==> src/rtl/uart_word_tx.sv <==
// 8N1 UART transmitter for a 32-bit word, least-significant byte first.
// Optional self-triggering on data_in change: define UART_AUTO_SEND_EN.
module uart_word_tx #(
    parameter int CLK_FREQ  = 27000000,
    parameter int BAUD      = 115200,
    parameter int NUM_BYTES = 4
) (
    input  logic        clk,
    input  logic        rst_n,
    input  logic [31:0] data_in,
    input  logic        start,
    output logic        tx,
    output logic        busy,
    output logic        done
);

    localparam int CLKS_PER_BIT = CLK_FREQ / BAUD;
    localparam int BW = (CLKS_PER_BIT > 1) ? $clog2(CLKS_PER_BIT) : 1;
    localparam logic [BW-1:0] BAUD_MAX = BW'(CLKS_PER_BIT - 1);
    localparam logic [2:0] BYTE_MAX = 3'(NUM_BYTES - 1);

    typedef enum logic [2:0] {
        S_IDLE,
        S_START,
        S_DATA,
        S_STOP,
        S_DONE
    } state_t;

    state_t        state_q, state_d;
    logic [BW-1:0] baud_q, baud_d;
    logic [2:0]    bit_q, bit_d;
    logic [2:0]    byte_q, byte_d;
    logic [31:0]   shift_q, shift_d;
    logic          tx_q, tx_d;
    logic          busy_q, busy_d;
    logic          done_q, done_d;

    logic          go;
    logic          tick;
    logic [31:0]   word_cap;

`ifdef UART_AUTO_SEND_EN
    logic [31:0]   data_q;
    logic [31:0]   last_q, last_d;

    // Auto-send compares the registered input against the last word sent.
    assign go       = start | (data_q != last_q);
    assign word_cap = start ? data_in : data_q;

    always_comb begin
        last_d = last_q;
        if (state_q == S_IDLE && go) begin
            last_d = word_cap;
        end
    end

    always_ff @(posedge clk or negedge rst_n) begin
        if (!rst_n) begin
            data_q <= 32'd0;
            last_q <= 32'd0;
        end else begin
            data_q <= data_in;
            last_q <= last_d;
        end
    end
`else
    assign go       = start;
    assign word_cap = data_in;
`endif

    assign tick = (baud_q == BAUD_MAX);

    always_comb begin
        state_d = state_q;
        baud_d  = baud_q;
        bit_d   = bit_q;
        byte_d  = byte_q;
        shift_d = shift_q;

        unique case (state_q)
            S_IDLE: begin
                if (go) begin
                    shift_d = word_cap;
                    baud_d  = '0;
                    bit_d   = 3'd0;
                    byte_d  = 3'd0;
                    state_d = S_START;
                end
            end
            S_START: begin
                if (tick) begin
                    baud_d  = '0;
                    bit_d   = 3'd0;
                    state_d = S_DATA;
                end else begin
                    baud_d = baud_q + 1'b1;
                end
            end
            S_DATA: begin
                if (tick) begin
                    baud_d  = '0;
                    shift_d = {1'b0, shift_q[31:1]};
                    if (bit_q == 3'd7) begin
                        state_d = S_STOP;
                    end else begin
                        bit_d = bit_q + 3'd1;
                    end
                end else begin
                    baud_d = baud_q + 1'b1;
                end
            end
            S_STOP: begin
                if (tick) begin
                    baud_d = '0;
                    byte_d = byte_q + 3'd1;
                    // Next byte follows directly with no idle gap.
                    if (byte_q == BYTE_MAX) begin
                        state_d = S_DONE;
                    end else begin
                        state_d = S_START;
                    end
                end else begin
                    baud_d = baud_q + 1'b1;
                end
            end
            S_DONE: begin
                byte_d  = 3'd0;
                state_d = S_IDLE;
            end
            default: begin
                state_d = S_IDLE;
            end
        endcase
    end

    // Outputs are registered from the next state so tx never glitches.
    always_comb begin
        tx_d   = 1'b1;
        busy_d = (state_d != S_IDLE);
        done_d = (state_d == S_DONE);
        if (state_d == S_START) begin
            tx_d = 1'b0;
        end else if (state_d == S_DATA) begin
            tx_d = shift_d[0];
        end
    end

    always_ff @(posedge clk or negedge rst_n) begin
        if (!rst_n) begin
            state_q <= S_IDLE;
            baud_q  <= '0;
            bit_q   <= 3'd0;
            byte_q  <= 3'd0;
            shift_q <= 32'd0;
            tx_q    <= 1'b1;
            busy_q  <= 1'b0;
            done_q  <= 1'b0;
        end else begin
            state_q <= state_d;
            baud_q  <= baud_d;
            bit_q   <= bit_d;
            byte_q  <= byte_d;
            shift_q <= shift_d;
            tx_q    <= tx_d;
            busy_q  <= busy_d;
            done_q  <= done_d;
        end
    end

    assign tx   = tx_q;
    assign busy = busy_q;
    assign done = done_q;

endmodule
==> config.mk <==
export PLATFORM = sky130hd
export DESIGN_NAME = uart_word_tx
export DESIGN_NICKNAME = d
export VERILOG_FILES = /design/src/rtl/uart_word_tx.sv
export SDC_FILE = /design/constraint.sdc
export NUM_CORES = 1
export LEC_CHECK = 0
export ABC_AREA = 1
export CORE_MARGIN = 4
export CORE_UTILIZATION = 35
export DETAILED_ROUTE_END_ITERATION = 10
export HOLD_SLACK_MARGIN = 0.1
export PLACE_DENSITY = 0.54
export SYNTH_ARGS = -nofsm -noshare
export SYNTH_HDL_FRONTEND = slang
export SYNTH_SLANG_ARGS = --single-unit
==> constraint.sdc <==
create_clock -name clk -period 2.9 [get_ports clk]
set_input_delay 0.435 -clock clk [delete_from_list [all_inputs] [get_ports clk]]
set_output_delay 0.435 -clock clk [all_outputs]
set_load 0.02 [all_outputs]
==> results of run 1 <==
## report_power, final
group          switching [uW]  leakage, uW  internal (uW)
registers                   0     0.000520            725
clock network             249    0.0000414            172
logic                    22.8     0.000762           40.8
## cells in the final DEF (no fill, tap or decap), drive strengths merged
cell,count
xor2,2
ha,6
o21a,1
clkdlybuf4s50,36
o21ai,8
nand2,97
buf,5
inv,20
nor2,20
clkbuf,6
nand3,79
a22oi,1
a21oi,1
a2bb2oi,1
nand4,1
dfrtp,51
clkinv,1
nor3,1
dfstp,1
clkinvlp,1
o22ai,4
## layer usage
metal | track usage | vias up | wire length (um)
met1 | 0.183 | 1021 | 2700
li1 | - | 1078 | -
met5 | 0 | - | 0
met2 | 0.219 | 37 | 2530
met3 | 0.0314 | 5 | 216
met4 | 0.0403 | 0 | 68
## layout make-up
class | instances | share of cell area
Clock buffer | 6 | 0.0235
Clock inverter | 2 | 0.00527
Inverter | 20 | 0.0243
Multi-Input combinational cell | 222 | 0.358
Sequential cell | 52 | 0.422
Tap cell | 96 | 0.0389
Timing Repair Buffer | 41 | 0.128
## stage by stage
step                      cells  instance area [um2]  hold slack [ps]   util
after detailed placement    431                 3000              469  0.432
after global routing        439                 3090              255  0.445
after global placement      431                 3000              459  0.432
final                       439                 3090              198  0.445
after CTS                   439                 3090              221  0.445
after floorplan             306                 2560              139      -
## worst max path at each step
stage	startpoint	end	slack, ps
floorplan	baud_q[1]	tx	1540
global placement	start	shift_q[20]	880
detailed placement	start	shift_q[10]	850
CTS	baud_q[1]	tx	1000
global route	baud_q[1]	tx	810
finish	baud_q[1]	tx	1030
## logic make-up after synthesis
logic type	after synthesis	share of synthesized area
AND/OR/NAND/NOR	198	0.359
adder cells (fa/ha/maj)	6	0.0294
flip-flops	52	0.509
AO/OA/AOI/OAI	16	0.0367
buffers and inverters	32	0.0587
XOR/XNOR	2	0.00685
## flip-flops by register name, summed over array words and instances, names as in the netlist
register	cells
shift_q	32
byte_q	3
baud_q	8
done	1
tx	1
busy	1
state_q	3
bit_q	3
## cells in the mapped netlist
master	n	area share
clkbuf_4	1	0.0029
nor2_2	5	0.012
nand4_1	1	0.0024
buf_4	5	0.015
a21oi_1	1	0.0020
a22oi_1	1	0.0029
nand2_1	91	0.13
nor2_4	2	0.0088
xor2_1	2	0.0069
nand2_4	3	0.013
o21ai_1	2	0.0039
inv_2	6	0.0088
nor3_1	1	0.0020
o21ai_0	6	0.012
ha_1	6	0.029
nand3_2	3	0.012
nand3_1	76	0.15
o22ai_1	4	0.0098
dfstp_2	1	0.010
a2bb2oi_1	1	0.0034
buf_2	6	0.012
dfrtp_1	51	0.50
inv_1	14	0.021
nor2_1	13	0.019
o21a_1	1	0.0029
nand2_2	3	0.0073
==> flow_summary.json, run 1 <==
{
  "status": "completed",
  "start_kind": "flop",
  "cts_tree": "built",
  "hold_violations": 0,
  "track_usage": 0.136,
  "overflow": 0,
  "worst-r2r-setup-slack_ps": 1030,
  "yosys_warnings": 0,
  "hold_class": "input port to asynchronous set/reset pin",
  "die-area_um2": 8740,
  "critPathSlowestCell": "inv_2",
  "place.gp.congestion": 0.787,
  "grt_pass1_vias": 2092,
  "max_freq_ghz": 0.534,
  "crit_path_cell_trace": "inv_1 -> ha_1 -> nand3_1 -> nor2_1 -> nand2_1 -> inv_2 -> nand2_1 -> nand3_2 -> nor2_1 -> nor2_1",
  "relSlewSlack": 0.482,
  "skew_ps": 8.08,
  "clk_latency_ps": 310,
  "drc": 0,
  "cap_violations": 0,
  "path_depth": 10,
  "regArea_um2": 1300,
  "fp.dieW_um": 93.5,
  "post-place-ws_ps": 850,
  "p_leak_uw": 0.00132,
  "cts_buffers": 5,
  "max-clock-path-buffers": 2,
  "syn_area_per_cell_um2": 8.36,
  "setup_violations": 0,
  "path_clk_slew_ps": 100,
  "syn_nets": 347,
  "slowest_delay_ps": 430,
  "endpoint_kind": "flop",
  "fin_ws_ps": 1030,
  "timing.final.crit_share": 0.645,
  "num_io_pins": 38,
  "yosysSeqAreaShare": 0.509,
  "floorplan.initialDensity": 0.368,
  "r2r-start": "baud_q[1]",
  "drtIter0Drc": 130,
  "port_buffers": 37,
  "worstSetupPathType": "flop to flop",
  "core-area_um2": 6940,
  "wl_per_cell_um": 12.6,
  "r2r_cells": 10,
  "postCtsHoldBufs": 0,
  "vias": 2141,
  "r2r-end": "tx",
  "diodes": 0,
  "synth_seq_cells": 52,
  "max-vdd-ir-drop_v": 0.000204,
  "filler_cell_count": 699,
  "clkSinkCount": 52,
  "cts_resized": 0,
  "netlist_instances": 306,
  "rsz0062_at_grt": "false",
  "cts_setup_buffers": 0,
  "multiInputGateArea_um2": 1100,
  "wirelength_um": 5520,
  "dp_hpwl_um": 3850,
  "cp_max_fo": 34,
  "drive_gt1_frac": 0.102,
  "crit_arrival_ps": 2120,
  "cts-root-buf": "clkbuf_8",
  "viasPerCell": 4.88,
  "crit_required_ps": 3150,
  "fin_setup_tns_ps": 0,
  "ctsHtreeMaxLevel": 2,
  "drv_slew": 0,
  "critPathTopFamily": "simple AND/OR/NAND/NOR gates",
  "power_uw": 1210,
  "grt_pass1_wl_um": 9670,
  "synthesis.area_um2": 2560,
  "area_delta_synth_final_pct": 20.7,
  "antenna_found_initial": 0,
  "grt_max_degree": 36,
  "ant_nets": 0,
  "die_h_um": 93.5,
  "worst-path-buf-inv": 2,
  "ys_types": 26,
  "finalCriticalPeriod_ps": 1870,
  "dr.pass1.iters": 4,
  "power_density_nw_per_um2": 392,
  "worst_pin_slew_ps": 777,
  "cpMostUsedCell": "nor2_1",
  "num_rows": 30,
  "final_nets": 383
}
(Power assumes the default switching activity.)
==> run 2, diff against run 1 <==
==> constraint.sdc (replaced) <==
create_clock -name clk -period 1.8 [get_ports clk]
set_input_delay 0.27 -clock clk [delete_from_list [all_inputs] [get_ports clk]]
set_output_delay 0.27 -clock clk [all_outputs]
set_load 0.02 [all_outputs]
==> run 2 against run 1 <==
Effect of this change:
- die area unchanged
- worst setup slack got worse by 920 ps
- global-route usage fell by 0.36 points
- via count shrank 1.8%
- wire length down 3.9%
- critical path depth decreased by 9
==> flow_summary.json, run 2 (synthesized netlist as in run 1, its figures left out) <==
{
  "r2r_cells": 8,
  "layout_common_cells": "nand2_1, nand3_1, dfrtp_1",
  "max-clock-path-buffers": 2,
  "hold_class": "input port to asynchronous set/reset pin",
  "ant_nets": 0,
  "final_nets": 388,
  "fin_util": 0.454,
  "path_depth": 1,
  "clkPwrFrac": 0.352,
  "r2r-end": "shift_q[1]",
  "slowest_delay_ps": 590,
  "grt_max_degree": 37,
  "p_leak_uw": 0.00137,
  "crit_path_cell_trace": "clkdlybuf4s50_1",
  "crit_arrival_ps": 1420,
  "hold_violations": 0,
  "cp_max_fo": 1,
  "regMostFlops": "shift_q",
  "num_io_pins": 38,
  "p_sw_uw": 444,
  "worst-path-buf-inv": 1,
  "cts_tree": "built",
  "clk_latency_ps": 310,
  "worstSetupPathType": "flop to primary output",
  "cts_setup_buffers": 0,
  "relSlewSlack": 0.708,
  "timing.final.crit_share": 0.939,
  "grt_pass1_wl_um": 9290,
  "status": "completed",
  "seq_power_share": 0.596,
  "rsz0062_at_grt": "false",
  "drive_gt1_frac": 0.115,
  "overflow": 0,
  "fp.dieW_um": 93.5,
  "drtIter0Drc": 90,
  "core-area_um2": 6940,
  "comb_power_share": 0.052,
  "endpoint_kind": "primary output",
  "cap_violations": 0,
  "clkSinkCount": 52,
  "cts-root-buf": "clkbuf_8",
  "skew_ps": 8.15,
  "max-vdd-ir-drop_v": 0.000236,
  "fin_setup_tns_ps": 0,
  "cts_resized": 0,
  "grt_pass1_vias": 2089,
  "wirelength_um": 5300,
  "drc": 0,
  "ctsHtreeMaxLevel": 2,
  "dr.pass1.iters": 4,
  "critPathTopFamily": "buffers and inverters",
  "final_common_cell": "nand2_1",
  "top_regs": "shift_q (32), baud_q (8)",
  "swShare": 0.227,
  "track_usage": 0.133,
  "p_int_uw": 1520,
  "drv_slew": 0,
  "whs_ps": 427,
  "vias": 2103,
  "postCtsHoldBufs": 1,
  "floorplan.initialDensity": 0.368,
  "place.gp.congestion": 0.790,
  "area_delta_synth_final_pct": 23.3,
  "dp_hpwl_um": 3860,
  "max_freq_ghz": 0.592,
  "die-area_um2": 8740,
  "antenna_found_initial": 0,
  "crit_required_ps": 1530,
  "setup_violations": 0,
  "die_h_um": 93.5,
  "port_buffers": 37,
  "largest_register_ffs": 32,
  "diodes": 0,
  "crit_start": "tx",
  "num_rows": 30,
  "endpoint": "tx",
  "path_clk_slew_ps": 100,
  "cts_buffers": 5,
  "wl_per_cell_um": 11.9,
  "viasPerCell": 4.74,
  "worst-r2r-setup-slack_ps": 190,
  "finalCriticalPeriod_ps": 1690,
  "start_kind": "flop",
  "filler_cell_count": 686,
  "r2r-start": "baud_q[1]",
  "power_density_nw_per_um2": 621,
  "worst_pin_slew_ps": 438,
  "critPathSlowestCell": "clkdlybuf4s50_1"
}
==> run 2: worst min-delay path by stage <==
stage,depth (start not counted),start,to
3_3_place_gp,1,rst_n,baud_q[7]
3_5_place_dp,1,rst_n,baud_q[7]
2_1_floorplan,0,rst_n,baud_q[0]
6_report,2,rst_n,baud_q[4]
4_1_cts,2,rst_n,baud_q[5]
5_1_grt,2,rst_n,baud_q[7]
==> run 2: cell type report <==
cell class / count / area, um2 / area share
flip-flops and latches: 52 / 1300 / 0.413
multi-input cells: 222 / 1100 / 0.350
repair buffers: 46 / 460 / 0.146
well taps: 96 / 120 / 0.0381
inverters: 20 / 75.1 / 0.0238
clock buffers: 5 / 68.8 / 0.0218
clock inverters: 3 / 22.5 / 0.00714
==> run 2: routing by layer <==
metal | up-vias | share of wire | wire, um | global-route usage
met4 | 0 | 0.014 | 74 | 0.0476
met3 | 4 | 0.033 | 177 | 0.0298
met1 | 983 | 0.49 | 2610 | 0.174
li1 | 1086 | - | - | -
met2 | 30 | 0.46 | 2440 | 0.214
met5 | - | 0 | 0 | 0
==> run 2: power groups by stage <==
stage	combinational [uW]	clock, uW	sequential (uW)
after floorplan	0.0128	0	1190
after global placement	104	0	1190
after detailed placement	104	0	1190
after CTS	106	725	1170
after global routing	113	763	1170
final	103	689	1170
==> run 2: per-stage QoR <==
step           instances  area (um2)  total power, uW  setup WS, ps
3_5_place_dp         435        3050             1290           175
6_report             444        3150             1960           110
5_1_grt              444        3150             2040          22.6
2_1_floorplan        306        2560             1190           444
4_1_cts              444        3150             2000          90.1
3_3_place_gp         435        3050             1290           196
==> run 2: worst register-to-register path, delay by kind of cell (launching register included) <==
kind,cells,cell delay [ps]
AND/OR/NAND/NOR,5,640
flip-flops,1,400
buffers and inverters,2,320
adder cells (fa/ha/maj),1,150
==> run 3, diff against run 2 <==
--- a/config.mk
+++ b/config.mk
@@ -7,10 +7,11 @@
 export LEC_CHECK = 0
 export ABC_AREA = 1
 export CORE_MARGIN = 4
-export CORE_UTILIZATION = 35
+export CORE_UTILIZATION = 39
+export CTS_CLUSTER_SIZE = 40
 export DETAILED_ROUTE_END_ITERATION = 10
 export HOLD_SLACK_MARGIN = 0.1
-export PLACE_DENSITY = 0.54
+export PLACE_DENSITY = 0.59
 export SYNTH_ARGS = -nofsm -noshare
 export SYNTH_HDL_FRONTEND = slang
 export SYNTH_SLANG_ARGS = --single-unit
==> run 3 against run 2 <==
Effect of this change:
- first-iteration DRC count increased by 13%
- clock-buffer cell count up 3
- worst setup slack improved by 11 ps
- fmax is 0.65% higher
- sequential cell count unchanged
- sequential share of layout area barely moved
- largest power group unchanged
- core utilization up 4.2 points
- design area hardly changed
- largest cell class unchanged
- cell count shrank 4.1%
==> flow_summary.json, run 3 (synthesized netlist as in run 1, its figures left out) <==
{
  "drtIter0Drc": 102,
  "crit_path_cell_trace": "clkdlybuf4s50_1",
  "drive_gt1_frac": 0.115,
  "area_delta_synth_final_pct": 23.2,
  "power_density_nw_per_um2": 620,
  "die_h_um": 89.0,
  "finalCriticalPeriod_ps": 1680,
  "cts-root-buf": "clkbuf_8",
  "fin_ws_ps": 121,
  "path_clk_slew_ps": 90,
  "grt_max_degree": 53,
  "max-clock-path-buffers": 2,
  "track_usage": 0.145,
  "dp_hpwl_um": 3850,
  "grt_pass1_wl_um": 9050,
  "regMostFlops": "shift_q",
  "largest_register_ffs": 32,
  "final_nets": 389,
  "overflow": 0,
  "layout_common_cells": "nand2_1, nand3_1, dfrtp_1",
  "cap_violations": 0,
  "post-place-ws_ps": 217,
  "fp.dieW_um": 89.0,
  "worstSetupPathType": "flop to primary output",
  "wl_per_cell_um": 12.8,
  "cts_buffers": 5,
  "clkSinkCount": 52,
  "dr.pass1.iters": 4,
  "critPathTopFamily": "buffers and inverters",
  "final_common_cell": "nand2_1",
  "diodes": 0,
  "ctsHtreeMaxLevel": 2,
  "fin_cells": 426,
  "crit_required_ps": 1530,
  "endpoint_kind": "primary output",
  "ant_nets": 0,
  "worst-path-buf-inv": 1,
  "hold_violations": 0,
  "status": "completed",
  "grt_pass1_vias": 2031,
  "wirelength_um": 5450,
  "rsz0062_at_grt": "false",
  "vias": 2077,
  "num_rows": 29,
  "slowest_delay_ps": 590,
  "num_io_pins": 38,
  "fin_setup_tns_ps": 0,
  "top_regs": "shift_q (32), baud_q (8)",
  "drc": 0,
  "die-area_um2": 7920,
  "critPathSlowestCell": "clkdlybuf4s50_1",
  "cp_max_fo": 1,
  "antenna_found_initial": 0,
  "skew_ps": 5.19,
  "p_leak_uw": 0.00137,
  "viasPerCell": 4.88,
  "port_buffers": 37,
  "clk_latency_ps": 300,
  "cts_tree": "built",
  "setup_violations": 0,
  "place.gp.congestion": 0.795,
  "filler_cell_count": 625,
  "r2r-start": "baud_q[1]",
  "multiInputGateArea_um2": 1110,
  "worst_pin_slew_ps": 367,
  "crit_arrival_ps": 1410,
  "numPlacedInstances": 417,
  "regArea_um2": 1300,
  "max_freq_ghz": 0.596,
  "fin_util": 0.496,
  "hold_class": "input port to asynchronous set/reset pin",
  "floorplan.initialDensity": 0.403,
  "start_kind": "flop",
  "cts_setup_buffers": 0,
  "core-area_um2": 6350,
  "relSlewSlack": 0.754,
  "max-vdd-ir-drop_v": 0.000377,
  "timing.final.crit_share": 0.933,
  "crit_start": "tx",
  "drv_slew": 0
}
run 3: worst paths after layout:
| path | end | cells past startpoint | slack, ps |
|---|---|---|---|
| setup / recovery | tx | 1 | 120 |
| hold / removal | baud_q[6] | 3 | 480 |
| setup reg to reg | shift_q[30] | 8 | 230 |
| hold reg to reg | shift_q[28] | 2 | 490 |
| max in group asynchronous | tx | 3 | 1020 |
| min in group clk | shift_q[28] | 2 | 490 |
run 3: layout make-up:
class / count / area share
flip-flops and latches: 52 / 0.413
repair buffers: 47 / 0.152
well taps: 77 / 0.0306
inverters: 20 / 0.0238
multi-input cells: 222 / 0.351
clock buffers: 8 / 0.0286
run 3: metal layers:
metal / vias to the layer above / wire length [um] / part of all wire / GRT usage
met5: - / 0 / 0 / 0
met4: 0 / 92 / 0.017 / 0.0528
met3: 7 / 141 / 0.026 / 0.0230
met2: 23 / 2520 / 0.46 / 0.232
met1: 965 / 2690 / 0.49 / 0.198
li1: 1082 / - / - / -
run 3: worst register-to-register path: stages, from the launching register on:
cell     delay (ps)
dfrtp_1         400
inv_1            80
ha_1            170
nand2_1         110
nor2_4          170
nand3_2         120
buf_4           230
nand3_1         100
nand3_1          90
run 3: metrics by stage:
| step | area, um2 | hold slack [ps] | total power [uW] |
|---|---|---|---|
| after floorplan | 2560 | -25.6 | 1190 |
| final | 3150 | 478 | 1950 |
| after global routing | 3150 | 509 | 2040 |
| after global placement | 3050 | 286 | 1300 |
| after CTS | 3150 | 482 | 1990 |
| after detailed placement | 3050 | 288 | 1300 |
run 3: timing repair:
action | CTS | global route
hold buffers | 1 | 0
endpoints found under the hold margin | 51 | 0
gates resized for setup | 0 | 1
endpoints found under the setup margin | 0 | 2
run 3: power breakdown:
group	total [uW]	internal, uW	switching (uW)
logic	103	68.6	34.8
registers	1170	1170	0
clock network	684	315	369
